File: src/rtl/ova_capture_if.sv
// Camera-port capture bus: sensor-side inputs, packed-pixel outputs and FSM debug state.
// o_data_vld is a one-cycle strobe with no back-pressure; o_sof/o_eol are only meaningful while it is high.
interface ova_capture_if #(
    parameter int DATA_W = 16
);
    logic [7:0]        i_data;
    logic              href;
    logic              vsync;
    logic              i_fifo_empty;
    logic [DATA_W-1:0] o_data;
    logic              o_data_vld;
    logic              o_sof;
    logic              o_eol;
    logic              o_fifo_work_en;
    logic              o_line_err;
    logic [7:0]        o_drop_cnt;
    logic [1:0]        dbg_state;

    modport master (
        output i_data, href, vsync, i_fifo_empty,
        input  o_data, o_data_vld, o_sof, o_eol, o_fifo_work_en, o_line_err, o_drop_cnt, dbg_state
    );

    modport slave (
        input  i_data, href, vsync, i_fifo_empty,
        output o_data, o_data_vld, o_sof, o_eol, o_fifo_work_en, o_line_err, o_drop_cnt, dbg_state
    );
endinterface

File: src/rtl/ova_capture.sv
// Camera-port pixel capture in the pclk domain: byte packing, line/frame position tracking,
// fixed-window crop with sof/eol markers, and frame-atomic admit/drop against the pixel FIFO.
module ova_capture #(
    parameter int BYTES_PER_PIX = 2,
    parameter bit VSYNC_POL     = 1'b1,
    parameter int X_START       = 0,
    parameter int X_SIZE        = 640,
    parameter int Y_START       = 0,
    parameter int Y_SIZE        = 480,
    parameter int CNT_W         = 12
) (
    input logic          i_pclk,
    input logic          rst,
    ova_capture_if.slave bus
);
    localparam int DATA_W = 8 * BYTES_PER_PIX;
    localparam logic [CNT_W-1:0] CNT_MAX = '1;
    localparam logic [1:0] BC_LAST = 2'(BYTES_PER_PIX - 1);

    typedef enum logic [1:0] {WAIT_VS, BLANK, CAPTURE, DROP} state_t;

    state_t state, state_next;

    logic              vs_act, vs_act_d, href_d;
    logic              vs_fall, href_rise, href_fall;
    logic              cap_ok, admit, drop;
    logic [1:0]        bc, bc_eff;
    logic [CNT_W-1:0]  x, x_eff, y;
    logic [DATA_W-1:0] pix, pix_next;
    logic              in_crop, sof_pend;

    logic [DATA_W-1:0] data_q;
    logic              vld_q, sof_q, eol_q, line_err_q;
    logic [7:0]        drop_cnt_q;

    assign vs_act    = (bus.vsync == VSYNC_POL);
    assign vs_fall   = vs_act_d && !vs_act;
    assign href_rise = bus.href && !href_d;
    assign href_fall = !bus.href && href_d;
    assign admit     = (state == BLANK) && vs_fall && bus.i_fifo_empty;
    assign drop      = (state == BLANK) && vs_fall && !bus.i_fifo_empty;
    // An active vsync wins over href, so a line in flight is abandoned the moment it asserts.
    assign cap_ok    = (state == CAPTURE) && !vs_act;

    always_ff @(posedge i_pclk or posedge rst) begin
        if (rst) state <= WAIT_VS;
        else     state <= state_next;
    end

    always_comb begin
        state_next = state;
        case (state)
            WAIT_VS:       if (vs_act) state_next = BLANK;
            BLANK:         if (vs_fall) state_next = bus.i_fifo_empty ? CAPTURE : DROP;
            CAPTURE, DROP: if (vs_act) state_next = BLANK;
            default:       state_next = WAIT_VS;
        endcase
    end

    // Positions seen by the byte arriving on an href rise are those of a fresh line.
    always_comb begin
        bc_eff   = href_rise ? 2'd0 : bc;
        x_eff    = href_rise ? '0 : x;
        pix_next = (pix << 8) | DATA_W'(bus.i_data);
        in_crop  = (int'(x_eff) >= X_START) && (int'(x_eff) < X_START + X_SIZE) &&
                   (int'(y) >= Y_START) && (int'(y) < Y_START + Y_SIZE);
    end

    always_ff @(posedge i_pclk or posedge rst) begin
        if (rst) begin
            vs_act_d   <= 1'b0;
            href_d     <= 1'b0;
            bc         <= '0;
            x          <= '0;
            y          <= '0;
            pix        <= '0;
            sof_pend   <= 1'b0;
            data_q     <= '0;
            vld_q      <= 1'b0;
            sof_q      <= 1'b0;
            eol_q      <= 1'b0;
            line_err_q <= 1'b0;
            drop_cnt_q <= '0;
        end else begin
            vs_act_d   <= vs_act;
            href_d     <= bus.href;
            vld_q      <= 1'b0;
            sof_q      <= 1'b0;
            eol_q      <= 1'b0;
            line_err_q <= 1'b0;
            if (drop && drop_cnt_q != 8'hFF) drop_cnt_q <= drop_cnt_q + 8'd1;
            if (admit) begin
                y        <= '0;
                x        <= '0;
                bc       <= '0;
                sof_pend <= 1'b1;
            end else if (cap_ok) begin
                if (bus.href) begin
                    pix <= pix_next;
                    if (bc_eff == BC_LAST) begin
                        bc <= '0;
                        x  <= (x_eff == CNT_MAX) ? x_eff : x_eff + 1'b1;
                        if (in_crop) begin
                            vld_q    <= 1'b1;
                            data_q   <= pix_next;
                            sof_q    <= sof_pend;
                            eol_q    <= (int'(x_eff) == X_START + X_SIZE - 1);
                            sof_pend <= 1'b0;
                        end
                    end else begin
                        bc <= bc_eff + 2'd1;
                        x  <= x_eff;
                    end
                end else if (href_fall) begin
                    bc         <= '0;
                    line_err_q <= (bc != 2'd0);
                    if (y != CNT_MAX) y <= y + 1'b1;
                end
            end else if (state == CAPTURE) begin
                bc <= '0;
            end
        end
    end

    assign bus.o_data         = data_q;
    assign bus.o_data_vld     = vld_q;
    assign bus.o_sof          = sof_q;
    assign bus.o_eol          = eol_q;
    assign bus.o_line_err     = line_err_q;
    assign bus.o_drop_cnt     = drop_cnt_q;
    assign bus.o_fifo_work_en = (state == CAPTURE);
    assign bus.dbg_state      = state;
endmodule

File: src/flat_wrapper.sv
// flat-port wrapper written by rule: the top's interface ports become plain ports
module ova_capture_flat 
#(
    parameter int BYTES_PER_PIX = 2,
    parameter bit VSYNC_POL     = 1'b1,
    parameter int X_START       = 0,
    parameter int X_SIZE        = 640,
    parameter int Y_START       = 0,
    parameter int Y_SIZE        = 480,
    parameter int CNT_W         = 12
)
  (i_pclk, rst, bus_i_data, bus_href, bus_vsync, bus_i_fifo_empty, bus_o_data, bus_o_data_vld, bus_o_sof, bus_o_eol, bus_o_fifo_work_en, bus_o_line_err, bus_o_drop_cnt, bus_dbg_state);
  ova_capture_if #(.DATA_W((16))) bus_i ();
  input logic i_pclk;
  input logic rst;
  input wire logic [$bits(bus_i.i_data)-1:0] bus_i_data;
  input wire logic [$bits(bus_i.href)-1:0] bus_href;
  input wire logic [$bits(bus_i.vsync)-1:0] bus_vsync;
  input wire logic [$bits(bus_i.i_fifo_empty)-1:0] bus_i_fifo_empty;
  output wire logic [$bits(bus_i.o_data)-1:0] bus_o_data;
  output wire logic [$bits(bus_i.o_data_vld)-1:0] bus_o_data_vld;
  output wire logic [$bits(bus_i.o_sof)-1:0] bus_o_sof;
  output wire logic [$bits(bus_i.o_eol)-1:0] bus_o_eol;
  output wire logic [$bits(bus_i.o_fifo_work_en)-1:0] bus_o_fifo_work_en;
  output wire logic [$bits(bus_i.o_line_err)-1:0] bus_o_line_err;
  output wire logic [$bits(bus_i.o_drop_cnt)-1:0] bus_o_drop_cnt;
  output wire logic [$bits(bus_i.dbg_state)-1:0] bus_dbg_state;
  assign bus_i.i_data = bus_i_data;
  assign bus_i.href = bus_href;
  assign bus_i.vsync = bus_vsync;
  assign bus_i.i_fifo_empty = bus_i_fifo_empty;
  assign bus_o_data = bus_i.o_data;
  assign bus_o_data_vld = bus_i.o_data_vld;
  assign bus_o_sof = bus_i.o_sof;
  assign bus_o_eol = bus_i.o_eol;
  assign bus_o_fifo_work_en = bus_i.o_fifo_work_en;
  assign bus_o_line_err = bus_i.o_line_err;
  assign bus_o_drop_cnt = bus_i.o_drop_cnt;
  assign bus_dbg_state = bus_i.dbg_state;
  ova_capture #(.BYTES_PER_PIX(BYTES_PER_PIX), .VSYNC_POL(VSYNC_POL), .X_START(X_START), .X_SIZE(X_SIZE), .Y_START(Y_START), .Y_SIZE(Y_SIZE), .CNT_W(CNT_W)) u_core (.i_pclk(i_pclk), .rst(rst), .bus(bus_i));
endmodule
File: config.mk
export PLATFORM = sky130hd
export DESIGN_NAME = ova_capture_flat
export DESIGN_NICKNAME = d
export VERILOG_FILES = /design/src/rtl/ova_capture_if.sv /design/src/rtl/ova_capture.sv /design/src/flat_wrapper.sv
export SDC_FILE = /design/constraint.sdc
export NUM_CORES = 1
export LEC_CHECK = 0
export CAP_MARGIN = 20
export CORE_MARGIN = 2
export CORE_UTILIZATION = 40
export CTS_CLUSTER_DIAMETER = 40
export DETAILED_ROUTE_END_ITERATION = 8
export GPL_TIMING_DRIVEN = 0
export PLACE_DENSITY = 0.66
export SLEW_MARGIN = 20
export SYNTH_ARGS = -nofsm -noshare
export SYNTH_HDL_FRONTEND = slang
export SYNTH_SLANG_ARGS = --single-unit
File: constraint.sdc
create_clock -name i_pclk -period 4 [get_ports i_pclk]
set_clock_uncertainty 0.1 [all_clocks]
set_input_delay 0.6 -clock i_pclk [delete_from_list [all_inputs] [get_ports i_pclk]]
set_output_delay 0.6 -clock i_pclk [all_outputs]
set_load 0.005 [all_outputs]
==> After elaboration in Yosys (flattened, before gate mapping) <==
Index checks and enable logic that the tools add are counted.
{ "op_classes": {"magnitude_cmp": 2, "n_mul": 0, "shifts": 0, "div": 0, "addsub": 4, "muxes": 46, "eq_ne": 12, "n_reduce_logical": 30, "bitwise": 2} }
{ "ops": {"columns": ["cell", "n"], "rows": [
  ["12-bit 2-to-1 mux", 11],
  ["1-bit 2-to-1 mux", 25],
  ["12-bit by 1-bit adder with 12-bit output (second input constant)", 2],
  ["2-bit 2-to-1 mux", 9],
  ["16-bit by 8-bit bitwise OR with 16-bit output", 1],
  ["2-bit nonzero test", 7],
  ["12-bit by 11-bit == test with 1-bit output (second input constant)", 1],
  ["12-bit == test (second input constant)", 1],
  ["12-bit by 10-bit less-than comparator with 1-bit output (second input constant)", 1],
  ["12-bit by 9-bit less-than comparator with 1-bit output (second input constant)", 1],
  ["12-bit inequality test (second input constant)", 1],
  ["1-bit logical AND", 9],
  ["8-bit by 1-bit adder with 8-bit output (second input constant)", 1],
  ["8-bit inequality test (second input constant)", 1],
  ["4-bit AND reduction", 2],
  ["2-bit by 1-bit inequality test with 1-bit output (second input constant)", 3],
  ["2-bit AND reduction", 3],
  ["5-bit AND reduction", 1],
  ["2-bit by 1-bit == test with 1-bit output (second input constant)", 2],
  ["2-bit == test (second input constant)", 2],
  ["1-bit logical NOT", 4],
  ["4-bit by 3-bit inequality test with 1-bit output (second input constant)", 1],
  ["2-bit case mux with 2 select lines", 1],
  ["3-bit AND reduction", 1],
  ["other kinds (5)", 5]
]} }
{ "totals": {"mem_bits_ro": 0, "word_cells": 110, "ramBits": 0, "register_bits": 67, "latch_bits": 0, "inputBits": 13, "memories": 0, "output_inout_bits": 31} }

==> Logic depth before layout (Yosys ltp) <==
{ "depth": {"word_depth": 10, "ltp_mapped": 10, "depth_no_buf": 9} }

==> Least setup slack after synthesis <==
Ideal clock, no wire load.
{ "synth_timing": {"path_kind": "input to register", "startpoint": "input bus_href", "endpoint": "register u_core.x[9]", "slack_ns": 1.633, "setup_ns": 0.124, "t_required_ns": 3.776, "stages": 9, "t_arrival_ns": 2.143, "cell_sequence": "nand2b_1 -> clkbuf_1 -> and2_1 -> ha_1 -> nand4_1 -> or2_2 -> nand4_1 -> a2111oi_0 -> a211o_1"} }
{ "synth_between": {"elab_chain_len": 8, "elab_cells_between_ends": 13, "cone_classes": "add/sub (1); eq/ne (2); mux (7); reduce/logical (3)"} }
{ "synth_lines": {"columns": ["item", "line", "source"], "rows": [
  ["from (decl)", "flat_wrapper.sv:17", "input wire logic [$bits(bus_i.href)-1:0] bus_href;"],
  ["1-bit logical AND", "ova_capture.sv:38", "assign href_rise = bus.href && !href_d;"],
  ["12-bit 2-to-1 mux", "ova_capture.sv:63", "x_eff = href_rise ? '0 : x;"],
  ["12-bit by 1-bit adder with 12-bit output / 12-bit == test (equally long branches)", "ova_capture.sv:102", "x <= (x_eff == CNT_MAX) ? x_eff : x_eff + 1'b1;"],
  ["12-bit 2-to-1 mux", "ova_capture.sv:102", null],
  ["12-bit 2-to-1 mux", "ova_capture.sv:100", "if (bc_eff == BC_LAST) begin"],
  ["12-bit 2-to-1 mux", "ova_capture.sv:98", "if (bus.href) begin"],
  ["12-bit 2-to-1 mux", "ova_capture.sv:97", "end else if (cap_ok) begin"],
  ["12-bit 2-to-1 mux", "ova_capture.sv:92", "if (admit) begin"],
  ["to (signal assigned)", "ova_capture.sv:102", null],
  ["to (decl)", "ova_capture.sv:28", "logic [CNT_W-1:0] x, x_eff, y;"]
]} }
Several ways; a longest one is shown, not always the timed one. The select of a mux whose other input is x is not followed.
A chain may end at the register's enable or synchronous reset.

==> Final worst setup path <==
{ "layout_timing": {"startpoint": "input bus_href", "endpoint": "register u_core.x[10]"} }
Same word-level chain as after synthesis.

==> flow_metrics.py <==
metrics = {
    "floorplanning": {
        "start_util_pct": 41.71,
        "core-area_um2": 7807,
        "rows": 32,
        "ios": 44,
        "die-area_um2": 8880,
        "die_x_um": 94.24,
        "dieHeight_um": 94.24,
    },
    "layout": {
        "nets": 359,
        "nFillCells": 712,
        "final_cells": 450,
        "syn2layout_area_growth_pct": 24.05,
        "antenna_cells": 0,
        "drive_above_1_share_pct": 15.80,
        "final_core_utilization_pct": 51.75,
    },
    "logic_synthesis": {
        "yosysSeqAreaShare_pct": 51.48,
        "synth_area_um2": 3257,
        "avgSynthCellArea_um2": 11.31,
        "yosys_register_bits": 67,
        "synth_nets": 304,
        "yosysWarnings": 0,
        "yosysTopAreaCellShare_pct": 51.48,
        "post-synth-top-area-cell": "dfrtp_1",
        "synth.area.top_cells": "dfrtp_1 (51%), mux2_2 (5.2%), mux2_4 (4.6%), nand2_1 (2.8%), nand4_1 (2.3%)",
        "synth_edf_count": 0,
        "async_reset_ff_share_pct": 100.0,
        "syn_inst": 288,
        "synth_flop_cell": "dfrtp_1",
        "synth_cell_types": 63,
    },
    "power": {
        "totalPowerFinal_mw": 1.566,
        "powerDensity_nw_per_um2": 387.6,
        "ir_worst_vdd_uv": 244.5,
        "leakage_nw": 1.834,
    },
    "detailed_routing": {
        "dr.pass1.iters": 4,
        "drt-initial-drc-count": 134,
        "drc": 0,
        "ant_nets": 0,
        "wl_per_cell_um": 15.02,
        "drt-vias-per-instance": 5.427,
        "totalWireLength_mm": 6.757,
        "dr_total_vias": 2442,
    },
    "cts": {
        "cts.sinks": 67,
        "tritoncts": "done",
        "cts_max_path_buffers": 2,
        "cts-root-buf": "clkbuf_8",
        "htree_levels": 3,
        "ctsResizeCount": 0,
        "clk_pin_slew_ns": 0.07,
        "cts_buffers": 9,
        "cts_hold_buf": 0,
        "clk_latency_ns": 0.35,
        "post-cts-setup-buffer-count": 0,
    },
    "worst_setup_path": {
        "cp_cell_sequence": "clkdlybuf4s50_1 > nand2b_1 > clkbuf_1 > and2_1 > ha_1 > nand2_1 > nor3_1 > a41oi_1 > o21ai_0 > o41ai_1",
        "cpLargestDelayFamily": "simple AND/OR/NAND/NOR gates",
        "cp.arrival_ns": 3.25,
        "cp_max_fo": 10,
        "cp_slowest_stage_delay_ns": 0.56,
        "crit_type": "in2reg",
        "slowest_stage": "clkdlybuf4s50_1",
        "rrSetupSlack_ns": 1.17,
        "crit_buf_inv": 2,
        "r2r-start": "u_core.href_d",
        "cp-startpoint": "bus_href",
        "worstPathRequired_ns": 4.12,
        "crit_path_end_kind": "flop",
        "worstSetupStartpointType": "primary input",
    },
    "timing": {
        "timing.hold.ws_ns": 0.3861,
        "fin_setup_tns_ns": 0,
        "rsz0062_at_grt": "no",
        "slew_headroom_pct": 56.08,
        "worstMarginPinSlew_ns": 0.6538,
        "hold_violations": 0,
        "max_freq_mhz": 320.3,
        "timing.final.crit_share_pct": 78.06,
        "fin_crit_ns": 3.122,
        "setup_violations": 0,
        "finalMaxSlewViolations": 0,
    },
    "global_route": {
        "grt_pass1_wl_mm": 11.27,
        "overflow": 0,
        "antenna_found_initial": 0,
        "grt_pass1_vias": 2296,
        "grt_max_degree": 50,
        "groute.usage.overall_pct": 16.58,
    },
    "min_path": {
        "min_path_type": "reg2reg",
        "holdCritStartpoint": "u_core.sof_pend",
    },
    "placement": {
        "portBuffers": 43,
        "dp_hpwl_mm": 4.862,
        "place_congestion": 0.8868,
        "place_inst": 434,
    },
    "flow_run": {
        "cap_violations": 0,
    },
    "run_status": {
        "status": "finished, final reports clean",
    },
}
## power by group
group / internal, mW / switching (mW) / leakage, nW
registers: 0.738 / 0.0566 / 0.897
logic: 0.129 / 0.0791 / 0.845
clock network: 0.304 / 0.259 / 0.0926
total: 1.17 / 0.394 / 1.83
## cells in the final DEF, fill, tap and decap left out, types with 3 or more instances in the layout
cell             instances
o22ai_1                  3
dfrtp_1                 67
mux2_2                  15
a21oi_1                  8
nand2_1                 24
clkdlybuf4s50_1         43
inv_1                    8
and4_1                   5
nor2b_1                  4
ha_1                     3
nor3_1                   8
clkbuf_1                 5
nor2_1                  20
and3_1                   4
xnor2_1                  4
clkbuf_8                10
mux2_4                  10
mux2i_1                  3
a31oi_1                  3
nand4_1                 12
nand3_1                 11
and2_1                   6
a41oi_1                  3
o21ai_0                  7
a22o_1                   3
nand2b_1                 3
xor2_1                   6
## path summary, 6_finish.rpt
check | to | cells after the start
min | u_core.bus.o_sof | 1
min reg2reg | u_core.bus.o_sof | 1
max reg2reg | u_core.x[10] | 9
max in group asynchronous | u_core.bus.dbg_state[0] | 3
max | u_core.x[10] | 10
min in group asynchronous | u_core.bus.o_data[3] | 2
## synth_stat cells, drive strengths merged (2+ instances only)
cell and instances:
a21o 2, a21oi 9, a22o 3, a31oi 3, a41oi 3, and2 8, and3 4, and4 5
buf 3, clkbuf 3, dfrtp 67, ha 3, inv 9, mux2 25, mux2i 3, nand2 24
nand2b 3, nand3 11, nand4 13, nand4b 3, nor2 22, nor2b 4, nor3 8, nor4 4
o21a 2, o21ai 8, o22ai 3, o41ai 2, or2 2, xnor2 4, xor2 6
## stage by stage
| step | instance area (µm²) | worst slack [ns] |
|---|---|---|
| finish | 4040 | 0.8775 |
| global route | 4040 | 0.6043 |
| CTS | 4040 | 0.9554 |
| detailed placement | 3845 | 0.5672 |
| global placement | 3815 | 0.4651 |
| floorplan | 3257 | 1.617 |
## cell families (layout without fill, tap and decap cells)
group	after synthesis	in the layout	synth area share, %
buffers and inverters	15	75	2.113
flip-flops	67	67	51.48
AO/OA/AOI/OAI	49	49	10.64
multiplexers	28	28	10.72
AND/OR/NAND/NOR	116	116	21.21
adder cells (fa/ha/maj)	3	3	1.153
XOR/XNOR	10	10	2.689
## flip-flops by register name, summed over array words and instances, names as in the netlist
name	count
u_core.bus.o_data_vld	1
u_core.href_d	1
u_core.bus.o_data	16
u_core.vs_act_d	1
u_core.bus.o_line_err	1
u_core.y	12
u_core.sof_pend	1
u_core.pix	8
u_core.bus.dbg_state	2
u_core.bus.o_sof	1
u_core.bus.o_drop_cnt	8
u_core.bus.o_eol	1
u_core.bc	2
u_core.x	12
## final cells by class
cell class / instances / area [µm²] / area share [%]
sequential: 67 / 1677 / 41.50
timing repair buffer: 44 / 457.9 / 11.33
tap: 102 / 127.6 / 3.159
inverter: 9 / 36.28 / 0.8981
clock inverter: 4 / 50.05 / 1.239
buffer: 6 / 35.03 / 0.8671
multi-input combinational: 206 / 1511 / 37.41
clock buffer: 12 / 145.1 / 3.592
## routing by layer
metal	track usage, %	vias to the layer above	part of all wire [%]
met5	0	-	0
met4	7.367	0	1.8
met3	4.093	12	3.8
met2	24.76	44	46
met1	22.80	1202	48
li1	-	1184	-
No activity file was read; power rests on OpenSTA's default activity.
